$ cat src/rtl/hd_unload_streamer_if.sv
// ---------------------------------------------------------------------------
// hd_unload_streamer_if
// Output stream of the hard-decision unload streamer.
//
// Handshake: a word transfers on every rising clock edge where out_valid and
// out_ready are both 1. Once out_valid is raised, the master holds out_valid,
// out_word and out_last stable until that transfer happens. out_valid never
// depends on out_ready. out_last marks the final word of a codeword.
//
// Signals
//   out_word   master->slave  HDWIDTH  streamed hard-decision word
//   out_valid  master->slave  1        out_word is valid
//   out_last   master->slave  1        final word of the codeword
//   out_ready  slave->master  1        consumer can accept out_word
// ---------------------------------------------------------------------------
interface hd_unload_streamer_if #(
  parameter int HDWIDTH = 32
) ();
  logic [HDWIDTH-1:0] out_word;
  logic               out_valid;
  logic               out_last;
  logic               out_ready;

  modport master (
    output out_word,
    output out_valid,
    output out_last,
    input  out_ready
  );

  modport slave (
    input  out_word,
    input  out_valid,
    input  out_last,
    output out_ready
  );
endinterface

$ cat src/rtl/hd_unload_streamer.sv
// ---------------------------------------------------------------------------
// hd_unload_streamer
// Reads a decoded codeword from the LLR memory hard-decision unload port
// (rows 0..UNLOAD_ROWS-1) and streams each Kb*HDWIDTH-bit row out as Kb
// words of HDWIDTH bits, word 0 taken from the least significant bits.
//
// Ports
//   clk            clock, all state on posedge
//   rst            asynchronous active-low reset
//   start          one-cycle pulse, begins a codeword (only accepted in IDLE)
//   unload_en      Lmem unload read enable (one cycle per row)
//   unloadAddress  Lmem unload row address
//   hd_vec_in      Lmem registered unload output, RD_LATENCY cycles after read
//   out_if         output stream (master side)
//   busy           high from the cycle after an accepted start until done
//   done           one-cycle pulse after the last word is accepted
//   state_dbg      current FSM state for observation
//
// Per row timing (cycle c = ISSUE):
//   c              unload_en=1, unloadAddress=row
//   c+1..c+RDL     WAIT; hd_vec_in captured into the row buffer at c+RDL
//   c+RDL+1        first word loaded from the buffer into out_word
//   c+RDL+2 ..     STREAM, Kb words
// ---------------------------------------------------------------------------
module hd_unload_streamer #(
  parameter int Kb           = 14,
  parameter int HDWIDTH      = 32,
  parameter int ADDRESSWIDTH = 5,
  parameter int UNLOAD_ROWS  = 17,
  parameter int RD_LATENCY   = 2
) (
  input  logic                    clk,
  input  logic                    rst,
  input  logic                    start,
  output logic                    unload_en,
  output logic [ADDRESSWIDTH-1:0] unloadAddress,
  input  logic [Kb*HDWIDTH-1:0]   hd_vec_in,
  hd_unload_streamer_if.master    out_if,
  output logic                    busy,
  output logic                    done,
  output logic [2:0]              state_dbg
);

  localparam int VEC_W  = Kb * HDWIDTH;
  localparam int WORD_W = (Kb > 1) ? $clog2(Kb) : 1;
  localparam int LAT_W  = $clog2(RD_LATENCY + 1) + 1;

  localparam logic [WORD_W-1:0]       WORD_LAST = WORD_W'(Kb - 1);
  localparam logic [ADDRESSWIDTH-1:0] ROW_LAST  = ADDRESSWIDTH'(UNLOAD_ROWS - 1);
  localparam logic [LAT_W-1:0]        LAT_CAP   = LAT_W'(RD_LATENCY - 1);
  localparam logic [LAT_W-1:0]        LAT_LOAD  = LAT_W'(RD_LATENCY);

  localparam logic [2:0] ST_IDLE   = 3'd0;
  localparam logic [2:0] ST_ISSUE  = 3'd1;
  localparam logic [2:0] ST_WAIT   = 3'd2;
  localparam logic [2:0] ST_STREAM = 3'd3;
  localparam logic [2:0] ST_FIN    = 3'd4;

  logic [2:0]              state_q,     state_d;
  logic [ADDRESSWIDTH-1:0] row_q,       row_d;
  logic [WORD_W-1:0]       word_q,      word_d;
  logic [LAT_W-1:0]        lat_q,       lat_d;
  logic [VEC_W-1:0]        buf_q,       buf_d;
  logic                    unload_en_q, unload_en_d;
  logic [ADDRESSWIDTH-1:0] addr_q,      addr_d;
  logic [HDWIDTH-1:0]      out_word_q,  out_word_d;
  logic                    out_valid_q, out_valid_d;
  logic                    out_last_q,  out_last_d;
  logic                    busy_q,      busy_d;
  logic                    done_q,      done_d;

  logic [WORD_W-1:0]       word_nxt;

  assign word_nxt = word_q + 1'b1;

  always_comb begin
    state_d     = state_q;
    row_d       = row_q;
    word_d      = word_q;
    lat_d       = lat_q;
    buf_d       = buf_q;
    unload_en_d = 1'b0;
    addr_d      = addr_q;
    out_word_d  = out_word_q;
    out_valid_d = out_valid_q;
    out_last_d  = out_last_q;
    busy_d      = busy_q;
    done_d      = 1'b0;

    case (state_q)
      ST_IDLE: begin
        if (start) begin
          state_d     = ST_ISSUE;
          row_d       = '0;
          addr_d      = '0;
          unload_en_d = 1'b1;
          busy_d      = 1'b1;
        end
      end

      ST_ISSUE: begin
        lat_d   = '0;
        state_d = ST_WAIT;
      end

      ST_WAIT: begin
        lat_d = lat_q + 1'b1;
        // Lmem output is valid exactly RD_LATENCY cycles after the read.
        if (lat_q == LAT_CAP) begin
          buf_d = hd_vec_in;
        end
        // One cycle later the buffer is stable: present word 0.
        if (lat_q == LAT_LOAD) begin
          state_d     = ST_STREAM;
          word_d      = '0;
          out_word_d  = buf_q[HDWIDTH-1:0];
          out_valid_d = 1'b1;
          out_last_d  = (row_q == ROW_LAST) && (Kb == 1);
        end
      end

      ST_STREAM: begin
        if (out_if.out_ready) begin
          if (word_q == WORD_LAST) begin
            out_valid_d = 1'b0;
            out_last_d  = 1'b0;
            if (row_q == ROW_LAST) begin
              state_d = ST_FIN;
              done_d  = 1'b1;
              busy_d  = 1'b0;
            end else begin
              state_d     = ST_ISSUE;
              row_d       = row_q + 1'b1;
              addr_d      = row_q + 1'b1;
              unload_en_d = 1'b1;
            end
          end else begin
            word_d     = word_nxt;
            out_word_d = buf_q[word_nxt*HDWIDTH +: HDWIDTH];
            out_last_d = (row_q == ROW_LAST) && (word_nxt == WORD_LAST);
          end
        end
      end

      ST_FIN: begin
        // A start arriving with done is dropped: only IDLE accepts start.
        state_d = ST_IDLE;
      end

      default: begin
        state_d = ST_IDLE;
      end
    endcase
  end

  always_ff @(posedge clk or negedge rst) begin
    if (!rst) begin
      state_q     <= ST_IDLE;
      row_q       <= '0;
      word_q      <= '0;
      lat_q       <= '0;
      buf_q       <= '0;
      unload_en_q <= 1'b0;
      addr_q      <= '0;
      out_word_q  <= '0;
      out_valid_q <= 1'b0;
      out_last_q  <= 1'b0;
      busy_q      <= 1'b0;
      done_q      <= 1'b0;
    end else begin
      state_q     <= state_d;
      row_q       <= row_d;
      word_q      <= word_d;
      lat_q       <= lat_d;
      buf_q       <= buf_d;
      unload_en_q <= unload_en_d;
      addr_q      <= addr_d;
      out_word_q  <= out_word_d;
      out_valid_q <= out_valid_d;
      out_last_q  <= out_last_d;
      busy_q      <= busy_d;
      done_q      <= done_d;
    end
  end

  assign unload_en        = unload_en_q;
  assign unloadAddress    = addr_q;
  assign out_if.out_word  = out_word_q;
  assign out_if.out_valid = out_valid_q;
  assign out_if.out_last  = out_last_q;
  assign busy             = busy_q;
  assign done             = done_q;
  assign state_dbg        = state_q;

endmodule
$ cat src/flat_wrapper.sv
// flat-port wrapper written by rule: the top's interface ports become plain ports
module hd_unload_streamer_flat 
#(
  parameter int Kb           = 14,
  parameter int HDWIDTH      = 32,
  parameter int ADDRESSWIDTH = 5,
  parameter int UNLOAD_ROWS  = 17,
  parameter int RD_LATENCY   = 2
)
  (clk, rst, start, unload_en, unloadAddress, hd_vec_in, busy, done, state_dbg, out_if_out_word, out_if_out_valid, out_if_out_last, out_if_out_ready);
  hd_unload_streamer_if #(.HDWIDTH(HDWIDTH)) out_if_i ();
  input  logic clk;
  input  logic rst;
  input  logic start;
  output logic unload_en;
  output logic [ADDRESSWIDTH-1:0] unloadAddress;
  input  logic [Kb*HDWIDTH-1:0] hd_vec_in;
  output logic busy;
  output logic done;
  output logic [2:0] state_dbg;
  output wire logic [$bits(out_if_i.out_word)-1:0] out_if_out_word;
  output wire logic [$bits(out_if_i.out_valid)-1:0] out_if_out_valid;
  output wire logic [$bits(out_if_i.out_last)-1:0] out_if_out_last;
  input wire logic [$bits(out_if_i.out_ready)-1:0] out_if_out_ready;
  assign out_if_out_word = out_if_i.out_word;
  assign out_if_out_valid = out_if_i.out_valid;
  assign out_if_out_last = out_if_i.out_last;
  assign out_if_i.out_ready = out_if_out_ready;
  hd_unload_streamer #(.Kb(Kb), .HDWIDTH(HDWIDTH), .ADDRESSWIDTH(ADDRESSWIDTH), .UNLOAD_ROWS(UNLOAD_ROWS), .RD_LATENCY(RD_LATENCY)) u_core (.clk(clk), .rst(rst), .start(start), .unload_en(unload_en), .unloadAddress(unloadAddress), .hd_vec_in(hd_vec_in), .out_if(out_if_i), .busy(busy), .done(done), .state_dbg(state_dbg));
endmodule
$ cat config.mk
export PLATFORM = sky130hd
export DESIGN_NAME = hd_unload_streamer_flat
export DESIGN_NICKNAME = d
export VERILOG_FILES = /design/src/rtl/hd_unload_streamer_if.sv /design/src/rtl/hd_unload_streamer.sv /design/src/flat_wrapper.sv
export SDC_FILE = /design/constraint.sdc
export NUM_CORES = 1
export LEC_CHECK = 0
export CAP_MARGIN = 25
export CORE_ASPECT_RATIO = 0.7
export CORE_MARGIN = 3
export CORE_UTILIZATION = 45
export CTS_BUF_LIST = sky130_fd_sc_hd__clkbuf_8
export DETAILED_ROUTE_END_ITERATION = 16
export GPL_TIMING_DRIVEN = 0
export PLACE_DENSITY = 0.69
export SLEW_MARGIN = 30
export SYNTH_ARGS = -nofsm -noshare
export SYNTH_HDL_FRONTEND = slang
export SYNTH_SLANG_ARGS = --single-unit
$ cat constraint.sdc
create_clock -name clk -period 7.3 [get_ports clk]
set_clock_uncertainty 0.15 [all_clocks]
set_input_delay 1.46 -clock clk [delete_from_list [all_inputs] [get_ports clk]]
set_output_delay 1.46 -clock clk [all_outputs]
set_load 0.05 [all_outputs]
==> out/results.ini <==
[clocking]
clockBufferDepth=3
insertion_delay_ps=680
cts.sinks=500
cts_setup_buffers=0
cts_tree=built
cts-root-buf=clkbuf_8
cts_max_level=3
numCtsBuffers=80
cts_resized=0
holdBufCountCts=0
clkSlewWorstSetupHoldPaths_ps=70

[critical_path]
cp_data_arrival_time_ps=5020
cpMaxStageDelayCell=a211oi_1
worstPathMaxFanout=10
required_ps=7750
max_stage_delay_ps=710
start_kind=flop
r2r_setup_slack_ps=2730
reg2reg_depth=12
reg2reg_from=u_core.word_q[0]
rr_endpoint=u_core.out_if.out_word[19]
crit_top_cell=buf_2
worstSetupPathType=reg -> reg
path_cells=buf_2, buf_6, buf_4, buf_2, inv_1, ha_1, buf_2, clkbuf_1, mux4_2, nand2_1, a211oi_1, o32a_1
endpoint_kind=flop

[power_and_ir_drop]
p_leak_nw=12.6
peakVddDrop_mv=0.227
power_density_mw_per_mm2=441
power_mw=13.5

[timing]
whs_ps=345
finalCritPeriodShare_pct=62.6
worst_pin_slew_ps=923
max_freq_mhz=219
slew_headroom_pct=38.5
drv_slew=0
rsz0062_at_grt=no
hold_violations=0
min_period_ps=4570
setup_violations=0

[synthesis]
synth_nets=1991
async_reset_ff_share_pct=100
synth-seq-cells=500
synth_warnings=0
ys_types=43
synth_area_per_cell_sq_um=14.9
netlist_area_sq_mm=0.0229
synth_edf_count=0
netlist_instances=1531
synth_flop_cell=dfrtp_1
synth_seq_area_share_pct=54.7

[global_route]
grt_pass1_wl_um=113000
antenna_found_initial=17
first_global_vias=17300
met3_usage_pct=8.61
grt_overflow=0
use_met1_pct=41.2
globalRoute.busiestLayer=met2
use_met2_pct=43.5
track_usage_pct=29.2
grt_max_degree=87

[job]
cap_violations=0

[drt]
drc_errors=0
antenna_left=0
drt-initial-drc-count=1043
wl_per_cell_um=27.2
wl_um=77600
drt-pass1-iter-count=5
via_count=16100
vias_per_cell=5.65

[worst_hold_path]
min-delay-start=u_core.out_if.out_word[20]
hold_end=u_core.out_if.out_word[20]
hold_depth=1
hold_class=reg -> reg

[floorplanning]
die_h_um=195
core_area_sq_mm=0.0498
dieArea_sq_mm=0.0536
rows=68
pin_count=497
initial_core_util_pct=46.0
die_w_um=275

[placed_design]
portBuffers=496
dp_cells=2699
post-dp-hpwl_um=60000
gp_congestion=0.861

[final_layout]
fin_cells=2849
area_growth_pct=33.8
drive_gt1_share_pct=35.5
num-nets-final=2576

[run_status]
status=complete, no violations

-- through the flow --
step / setup slack, ps / TNS (ps) / area (sq um) / util [%]
global placement: -17690 / -8810160 / 28700 / 57.6
finish: 2730 / 0 / 30600 / 61.5
CTS: 2810 / 0 / 30600 / 61.4
detailed placement: 2850 / 0 / 28900 / 58.0
global route: 2560 / 0 / 30600 / 61.5
floorplan: 4170 / 0 / 22900 / -
-- logic make-up (layout without fill, tap and decap cells) --
family	Yosys count	after routing	synth area share, %
other	0	9	0
buffers and inverters	131	775	2.78
adders and majority gates	8	8	0.438
AOI/OAI and AO/OA	113	113	3.73
DFF	500	500	54.7
muxes	611	611	34.5
and+or+nand+nor	163	163	3.61
xor gates and xnor gates	5	5	0.224
-- power breakdown --
group          switching, mW  internal [mW]
registers              0.765           4.17
logic                   2.95           3.06
clock network           1.14           1.41
-- final cells by class --
type | instances | area (sq um)
fill | 3911 | 19200
timing repair buffer | 503 | 5160
clock inverter | 31 | 188
multi-input combinational | 900 | 9730
sequential | 500 | 12500
buffer | 119 | 594
inverter | 12 | 45.0
antenna | 9 | 22.5
tap | 665 | 832
clock buffer | 110 | 1510
-- state kept, by name, indices dropped and copies added, names as in the netlist --
register / cells
u_core.done: 1
u_core.buf_q: 448
u_core.lat_q: 3
u_core.out_if.out_last: 1
u_core.unload_en: 1
u_core.state_dbg: 3
u_core.word_q: 4
u_core.busy: 1
u_core.out_if.out_word: 32
u_core.row_q: 5
u_core.out_if.out_valid: 1
-- worst max-delay path: cells and delay by family (launching register included) --
kind	cells	cell delay (ps)
buffers and inverters	7	2090
adders and majority gates	1	420
DFF	1	380
muxes	1	380
and+or+nand+nor	1	70
AOI/OAI and AO/OA	2	980
-- cell usage after synthesis (6+ instances only) --
cell	count	share of area, %
mux2i_1	53	2.3
or3_1	20	0.55
mux4_2	96	9.5
dfrtp_1	500	55
ha_1	8	0.44
a31oi_1	14	0.38
o211ai_1	14	0.46
and2_1	14	0.38
a21oi_1	18	0.39
inv_1	12	0.20
nor2_1	10	0.16
mux2_2	462	23
nand2_1	44	0.72
nand3_1	23	0.50
buf_6	6	0.30
nor3_1	37	0.81
a211oi_1	21	0.69
a32oi_1	13	0.50
buf_2	67	1.5
o32a_1	19	0.83
clkbuf_1	38	0.62
-- metal layers --
layer  vias to the layer above  wire length, um
met3                       126             5990
met2                       580            35600
li1                       6932                -
met5                         -              103
met1                      8439            33800
met4                        16             2020
-- worst max-delay path by stage --
stage / slack [ps] / from / endpoint / depth (start not counted)
after detailed placement: 2850 / u_core.word_q[0] / u_core.out_if.out_word[19] / 12
after global placement: -17690 / rst / u_core.buf_q[155] / 1
after global routing: 2560 / u_core.word_q[0] / u_core.out_if.out_word[19] / 12
final: 2730 / u_core.word_q[0] / u_core.out_if.out_word[19] / 12
after floorplan: 4170 / u_core.word_q[0] / u_core.out_if.out_word[11] / 12
after CTS: 2810 / u_core.word_q[0] / u_core.out_if.out_word[19] / 12
-- cell usage in the layout, fill, tap and decap left out, types with 2 or more instances in the layout --
cell             Yosys  layout
a211oi_1            21      21
a21oi_1             18      18
a31oi_1             14      14
a32o_1               2       2
a32oi_1             13      13
and2_1              14      14
and3b_1              2       2
buf_1                4       3
buf_16               0       7
buf_2               67      68
buf_4                4       4
buf_6                6       6
bufinv_16            0       2
clkbuf_1            38      36
clkbuf_2             0       2
clkbuf_8             0     110
clkdlybuf4s50_1      0     495
clkinv_2             0       8
dfrtp_1            500     500
diode_2              0       9
ha_1                 8       8
inv_1               12      31
mux2_2             462     462
mux2i_1             53      53
mux4_2              96      96
nand2_1             44      44
nand2b_1             2       2
nand3_1             23      23
nand4_1              3       3
nor2_1              10      10
nor3_1              37      37
nor4_1               2       2
o211ai_1            14      14
o21ai_0              3       3
o22ai_1              2       2
o2bb2ai_1            3       3
o32a_1              19      19
or3_1               20      20
xnor2_1              4       4
Note: power is estimated with default switching activity, not from simulation.
